--- config.mk ---
export PLATFORM = sky130hd
export DESIGN_NAME = fsb_ref_timer
export DESIGN_NICKNAME = d
export VERILOG_FILES = /design/src/rtl/fsb_ref_timer.sv
export SDC_FILE = /design/constraint.sdc
export NUM_CORES = 1
export LEC_CHECK = 0
export ABC_AREA = 1
export BUFFER_PORTS_ARGS = -buffer_cell sky130_fd_sc_hd__buf_2
export CAP_MARGIN = 20
export CORE_MARGIN = 1
export CORE_UTILIZATION = 45
export CTS_CLUSTER_SIZE = 8
export DETAILED_ROUTE_END_ITERATION = 6
export SKIP_LAST_GASP = 1
export SLEW_MARGIN = 25
export SYNTH_ARGS = -nofsm -noshare
export SYNTH_HDL_FRONTEND = slang
export SYNTH_SLANG_ARGS = --single-unit
--- constraint.sdc ---
create_clock -name CLK_FSB -period 2.6 [get_ports CLK_FSB]
set_input_delay 0.13 -clock CLK_FSB [delete_from_list [all_inputs] [get_ports CLK_FSB]]
set_output_delay 0.13 -clock CLK_FSB [all_outputs]
set_load 0.01 [all_outputs]
--- src/rtl/fsb_ref_timer.sv ---
`default_nettype none
// +--------------------------------------------------------------------------+
// | Module   : fsb_ref_timer                                                 |
// | Purpose  : FSB-domain timebase. Prescales CLK_FSB into a Tick strobe,    |
// |            raises DRAM refresh requests and tracks how many are owed,    |
// |            and grades bus-cycle timeouts for DTACK/BERR generation.      |
// | Options  : REF_BURST_EN - when defined, up to REF_PEND_MAX refreshes can |
// |            be owed. When undefined, the owed count is a single bit.      |
// | Revision : 1.0 - initial release                                         |
// +--------------------------------------------------------------------------+
module fsb_ref_timer #(
  parameter int PRESCALE     = 16,  // CLK_FSB cycles per Tick
  parameter int REF_TICKS    = 24,  // Ticks between refresh events
  parameter int URG_TICKS    = 8,   // Ticks an owed refresh may wait
  parameter int REF_PEND_MAX = 4,   // owed-refresh ceiling (burst build)
  parameter int NTO          = 2,   // number of timeout channels
  parameter int TO_BASE      = 64,  // channel 0 threshold in Ticks
  parameter int PW           = 3    // RefPend width
) (
  input  logic           CLK_FSB,
  input  logic           RES,
  input  logic           BACT,
  input  logic           RefAck,
  output logic           Tick,
  output logic           RefReq,
  output logic           RefUrgent,
  output logic [PW-1:0]  RefPend,
  output logic           RefOvf,
  output logic [NTO-1:0] Timeout
);

  // --------------------------------------------------------------------------
  // Counter widths: each counter just holds its own maximum value.
  // --------------------------------------------------------------------------
  localparam int PSW    = $clog2(PRESCALE);
  localparam int RTW    = $clog2(REF_TICKS);
  localparam int AW     = $clog2(URG_TICKS + 1);
  localparam int TO_MAX = TO_BASE << (NTO - 1);
  localparam int CW     = $clog2(TO_MAX + 1);

  localparam logic [PSW-1:0] PRE_LAST = PSW'(PRESCALE - 1);
  localparam logic [RTW-1:0] RT_LAST  = RTW'(REF_TICKS - 1);
  localparam logic [AW-1:0]  AGE_MAX  = AW'(URG_TICKS);
  localparam logic [CW-1:0]  TO_SAT   = CW'(TO_MAX);

  // Reject parameter sets the counters cannot represent.
  if (PRESCALE < 2 || REF_TICKS < 2 || URG_TICKS < 1 || NTO < 1 || NTO > 8 ||
      TO_BASE < 1 || REF_PEND_MAX < 2 || (1 << PW) <= REF_PEND_MAX) begin : g_param_err
    $error("fsb_ref_timer: illegal parameter combination");
  end

  // --------------------------------------------------------------------------
  // Owed-refresh storage: a count in the burst build, a single flag otherwise.
  // --------------------------------------------------------------------------
`ifdef REF_BURST_EN
  localparam logic [PW-1:0] P_MAX = PW'(REF_PEND_MAX);
  logic [PW-1:0] pend_q, pend_d;
`else
  localparam logic P_MAX = 1'b1;
  logic pend_q, pend_d;
`endif

  logic [PSW-1:0] presc_q, presc_d;
  logic           tick_q, tick_d;
  logic [RTW-1:0] rtk_q, rtk_d;
  logic           ovf_q, ovf_d;
  logic [AW-1:0]  age_q, age_d;
  logic [CW-1:0]  to_q, to_d;
  logic           bact_q, bact_d;

  logic           w_ref_ev;
  logic           w_ack_ok;

  // --------------------------------------------------------------------------
  // Prescaler. tick_q is registered so it is high exactly while the count
  // sits at PRESCALE-1; the first Tick lands PRESCALE cycles after reset.
  // --------------------------------------------------------------------------

  // Next prescale count and the Tick flag that goes with it.
  always_comb begin
    presc_d = (presc_q == PRE_LAST) ? '0 : presc_q + 1'b1;
    tick_d  = (presc_d == PRE_LAST);
  end

  // Prescaler registers.
  always_ff @(posedge CLK_FSB) begin
    if (RES) begin
      presc_q <= '0;
      tick_q  <= 1'b0;
    end else begin
      presc_q <= presc_d;
      tick_q  <= tick_d;
    end
  end

  // --------------------------------------------------------------------------
  // Refresh interval. A refresh event fires on the Tick that wraps the
  // interval counter, i.e. once every REF_TICKS Ticks.
  // --------------------------------------------------------------------------
  assign w_ref_ev = tick_q && (rtk_q == RT_LAST);

  // Advance the refresh interval counter on each Tick.
  always_comb begin
    rtk_d = rtk_q;
    if (tick_q) begin
      rtk_d = (rtk_q == RT_LAST) ? '0 : rtk_q + 1'b1;
    end
  end

  // Refresh interval register.
  always_ff @(posedge CLK_FSB) begin
    if (RES) begin
      rtk_q <= '0;
    end else begin
      rtk_q <= rtk_d;
    end
  end

  // --------------------------------------------------------------------------
  // Owed refreshes. An acknowledge only counts when something is owed, and a
  // coincident event and acknowledge cancel. An event with the store full is
  // dropped and remembered in the sticky overflow flag.
  // --------------------------------------------------------------------------
  assign w_ack_ok = RefAck && (pend_q != '0);

  // Next owed count and overflow flag.
  always_comb begin
    pend_d = pend_q;
    ovf_d  = ovf_q;
    if (w_ref_ev && !w_ack_ok) begin
      if (pend_q == P_MAX) begin
        ovf_d = 1'b1;
      end else begin
        pend_d = pend_q + 1'b1;
      end
    end else if (!w_ref_ev && w_ack_ok) begin
      pend_d = pend_q - 1'b1;
    end
  end

  // Owed-refresh registers.
  always_ff @(posedge CLK_FSB) begin
    if (RES) begin
      pend_q <= '0;
      ovf_q  <= 1'b0;
    end else begin
      pend_q <= pend_d;
      ovf_q  <= ovf_d;
    end
  end

  // --------------------------------------------------------------------------
  // Age of the oldest owed refresh, in Ticks. Any accepted acknowledge
  // restarts it because the next-oldest request is then the one waiting.
  // --------------------------------------------------------------------------

  // Next age: idle at zero, restart on accepted ack, else count and saturate.
  always_comb begin
    age_d = age_q;
    if ((pend_q == '0) || w_ack_ok) begin
      age_d = '0;
    end else if (tick_q && (age_q != AGE_MAX)) begin
      age_d = age_q + 1'b1;
    end
  end

  // Age register.
  always_ff @(posedge CLK_FSB) begin
    if (RES) begin
      age_q <= '0;
    end else begin
      age_q <= age_d;
    end
  end

  // --------------------------------------------------------------------------
  // Bus-cycle timeout. One counter is shared by all channels; channel i
  // compares against TO_BASE<<i, so lower channels always fire first.
  // --------------------------------------------------------------------------

  // Next timeout count: restart whenever the bus is idle, count Ticks otherwise.
  always_comb begin
    bact_d = BACT;
    to_d   = to_q;
    if (!BACT) begin
      to_d = '0;
    end else if (tick_q && (to_q != TO_SAT)) begin
      to_d = to_q + 1'b1;
    end
  end

  // Timeout counter and bus-active registers.
  always_ff @(posedge CLK_FSB) begin
    if (RES) begin
      to_q   <= '0;
      bact_q <= 1'b0;
    end else begin
      to_q   <= to_d;
      bact_q <= bact_d;
    end
  end

  // Per-channel threshold compare.
  for (genvar i = 0; i < NTO; i++) begin : g_to
    localparam logic [CW-1:0] THR = CW'(TO_BASE << i);
    assign Timeout[i] = bact_q && (to_q >= THR);
  end

  // --------------------------------------------------------------------------
  // Outputs, decoded purely from registers.
  // --------------------------------------------------------------------------

  // Refresh status outputs.
  always_comb begin
    Tick    = tick_q;
    RefReq  = (pend_q != '0);
    RefPend = PW'(pend_q);
    RefOvf  = ovf_q;
`ifdef REF_BURST_EN
    RefUrgent = (age_q == AGE_MAX) || (pend_q == P_MAX);
`else
    RefUrgent = (age_q == AGE_MAX) || (pend_q && ovf_q);
`endif
  end

endmodule
`default_nettype wire

# == After elaboration in Yosys (flattened, before gate mapping) ==
# Index checks and enable logic that the tools add are counted.
# totals
inputBits,4
register_bits,25
output_inout_bits,9
elab_cells,46
# op_classes
n_lt_le_gt_ge,2
eq_ne,6
n_reduce_logical,17
n_addsub,6
mux,5
bitwise_logic,2
# op_table
operator,n
4-bit == test (second input constant),3
1-bit logical AND,9
4-bit by 1-bit adder with 4-bit output (second input constant),2
8-bit by 1-bit adder with 8-bit output (second input constant),1
8-bit by 7-bit >= comparator with 1-bit output (second input constant),1
8-bit >= comparator (second input constant),1
8-bit inequality test (second input constant),1
5-bit by 1-bit adder with 5-bit output (second input constant),1
5-bit == test (second input constant),1
5-bit two-way mux,1
4-bit two-way mux,1
4-bit inequality test (second input constant),1
2-bit OR reduction,2
1-bit two-way mux,3
1-bit logical NOT,2
1-bit logical OR,2
1-bit NOT,2
2-bit AND reduction,1
2-bit nonzero test,1
1-bit adder (second input constant),1
1-bit subtractor (second input constant),1

# == Depth between registers and ports, before layout ==
# depth
depth_word,6
mapped_depth,10
depth_no_buf,10

# == Worst setup path after synthesis ==
# No wires, ideal clock.
# synth_timing
kind,register to register
start,"register tick_q, in the netlist Tick"
end,"register pend_q, in the netlist RefReq"
path_slack_ps,1232
stages_incl_launch_ff,7
synth_period_minus_slack_ps,1368
setup_time_ps,122
t_required_ps,2478
t_arrival_ps,1246
n_path_buf,1
cell_sequence,dfxtp_1 buf_2 inv_1 nor2_1 ha_1 nor3_1 a211oi_1
# synth_via
elab_chain_cells,4
elab_cells_between_ends,6
cone_classes,1 x mux; 5 x reduce/logical
# synth_rtl
element,line_no,text
"start, declared",64,"logic tick_q, tick_d;"
"start signal, assigned",92,tick_q <= tick_d;
1-bit logical AND (*),100,assign w_ref_ev = tick_q && (rtk_q == RT_LAST);
1-bit logical NOT,136,end else if (!w_ref_ev && w_ack_ok) begin
1-bit logical AND,136,
2-bit nonzero test (no source line),--,
"end signal, assigned",147,pend_q <= pend_d;
"end, declared",60,"logic pend_q, pend_d;"
# Mark *: on every way between the ends. The rest lies on a longest branch, timed or not.
# A chain may end at the register's enable or synchronous reset.

# == Worst setup path after layout ==
# Same ends and word-level chain as after synthesis.

==> results.txt <==
Cell row count = 18
Most frequent cells in the layout = nand2_1 (39), dfxtp_1 (25), inv_1 (24), nor2_1 (21), a21oi_1 (13)
Switching Share = 0.229
Initial Util = 0.493
Cts hold-fix bufs = 0
TritonCTS clock tree = yes
Post-DP HPWL = 1600 µm
Status = completed
CTS sink cnt = 25
Post-synthesis sequential area ratio = 0.395
Mapped cell area = 1270 µm²
Synthesized area per cell = 7.28 µm²
RSZ-0062 raised after global routing = no
Synth warn = 0
Fmax achieved = 670 MHz
Pwr Total = 587 µW
DRT antenna net count = 0
Total core area = 2570 µm²
Setup CP Type = reg2reg
Synthesis-stage register bit count = 25
Skew-Pair Late Insertion Delay = 0.31 ns
Net Switching = 135 µW
DRC = 0
Crit path time final = 1.49 ns
Fin Clk Skew = 0.00711 ns
Combinational share of power = 0.031
Int Pwr = 453 µW
Worst-path clk slew = 0.15 ns
WL met2 = 969 µm
Fin Setup TNS = 0 ns
Vias in the first global route = 911
Root Driver = clkbuf_4
Max-cap violations = 0
H-tree depth = 1
Worst path required time = 2.82 ns
Layout area overhead = 7.02%
Worst setup EP type = flop
Highest metal used = met4
R2r worst-path depth = 5
IO Port Bufs = 10
Final Hold Violating Endpoints = 0
Drt pass-1 iters = 4
Clock Path Buffers = 2
DR iter-0 viols = 18
PostCTS Resize Cnt = 0
Maximum vdd drop = 0.296 mV
Post-CTS Setup Bufs = 0
CP Launch Type = flop
Layout cells sized above 1 = 0.109
Met3 wire len = 61 µm
Post-Route WL = 2090 µm
Vias per cell = 4.86
Hold path cells = 2
DIE WIDTH = 55.0 µm
Wire length of the first global-routing pass = 3740 µm
Nets = 197
Antenna cell count = 0
Metal-1 WL = 1040 µm
Tcrit/Tclk final = 0.574
Final GP Congestion = 0.851
Seq pwr share = 0.666
Worst Min Path Start = RES
Crit path from = Tick
Maximum fanout along the worst path = 10
R2R Path Start = Tick
HP Class = in2reg
Most common cell after layout, fill and taps aside = nand2_1
Grt ovf = 0
Synth cell types = 23
Initial antenna violation count = 0
Post-DR wirelength/cell = 9.75 µm
Clock power frac = 0.303
Boundary Pins = 13
TritonCTS buffer count = 3
DR vias = 1039
Post-Syn Instances = 174
Max-slew violations = 0
Core Util, Final = 0.528
Power density cells = 433 nW/µm²
Largest net degree at the start of global routing = 16
Static Leak = 0.000562 µW
Die height = 55.0 µm
Tot GR Track Use = 0.172
Worst Path Arrival = 1.72 ns
Hold WS = 0.0597 ns
Overall die area = 3030 µm²
Final setup vio count = 0
==> metrics by stage <==
| step | setup WS (ns) | area, µm² | cells |
|---|---|---|---|
| floorplan | 1.23 | 1270 | 175 |
| global placement | 1.18 | 1330 | 210 |
| detailed placement | 1.11 | 1330 | 210 |
| CTS | 1.10 | 1360 | 214 |
| global route | 0.947 | 1360 | 214 |
| finish | 1.11 | 1360 | 214 |
==> area by class of cell <==
| class | instances | area, µm² |
|---|---|---|
| clock inverter | 1 | 7.51 |
| fill | 241 | 1210 |
| inverter | 24 | 90.1 |
| clock buffer | 3 | 22.5 |
| multi-input combinational | 121 | 647 |
| timing repair buffer | 10 | 50.0 |
| sequential | 25 | 500 |
| tap | 30 | 37.5 |
==> cell usage after synthesis <==
master	instances	area share
a211oi_1	2	0.012
a21boi_0	1	0.0059
a21oi_1	13	0.051
buf_2	2	0.0079
buf_4	3	0.018
conb_1	1	0.0030
dfxtp_1	25	0.40
ha_1	8	0.079
inv_1	24	0.071
nand2_1	39	0.12
nand2_2	1	0.0049
nand3_1	9	0.036
nand3_4	1	0.014
nand4_1	2	0.0099
nor2_1	21	0.062
nor2_2	1	0.0049
nor2_4	1	0.0089
nor3_1	4	0.016
o21ai_0	9	0.036
o21ai_1	1	0.0039
o21ai_4	1	0.013
or2_2	1	0.0049
xor2_1	4	0.028
==> routing by layer <==
metal / GRT usage / vias up
met5: 0 / -
met2: 0.277 / 14
met1: 0.232 / 456
met4: 0.0625 / 0
met3: 0.0246 / 2
li1: - / 567
==> worst paths after layout <==
path                                    to  slack (ns)
worst max-delay path                RefReq        1.11
worst min-delay path            presc_q[1]        0.06
worst max register to register      RefReq        1.11
worst min register to register      RefOvf        0.48
==> cell families after synthesis <==
| logic type | Yosys count | share of synthesized area |
|---|---|---|
| other | 1 | 0.00296 |
| AOI/OAI and AO/OA | 27 | 0.122 |
| and+or+nand+nor | 80 | 0.277 |
| adders and majority gates | 8 | 0.0791 |
| DFF | 25 | 0.395 |
| buffers and inverters | 29 | 0.0968 |
| xor gates and xnor gates | 4 | 0.0277 |
==> state kept, by name, summed over array words and instances (netlist names) <==
| name | count |
|---|---|
| bact_q | 1 |
| age_q | 4 |
| RefOvf | 1 |
| RefReq | 1 |
| presc_q | 4 |
| to_q | 8 |
| rtk_q | 5 |
| Tick | 1 |
==> worst max-delay path, cell delays in order (launching register included) <==
cell	delay, ns
dfxtp_1	0.56
inv_1	0.18
nor2_1	0.15
ha_1	0.25
nor3_1	0.19
a211oi_1	0.06
==> power by group through the flow <==
stage,combinational [µW],sequential [µW],clock [µW]
after floorplan,15.7,399,0
after global placement,18.5,399,0
after detailed placement,18.4,400,0
after CTS,18.5,391,185
after global routing,22.2,392,198
final,18.2,391,178
No activity file was read; power rests on OpenSTA's default activity.
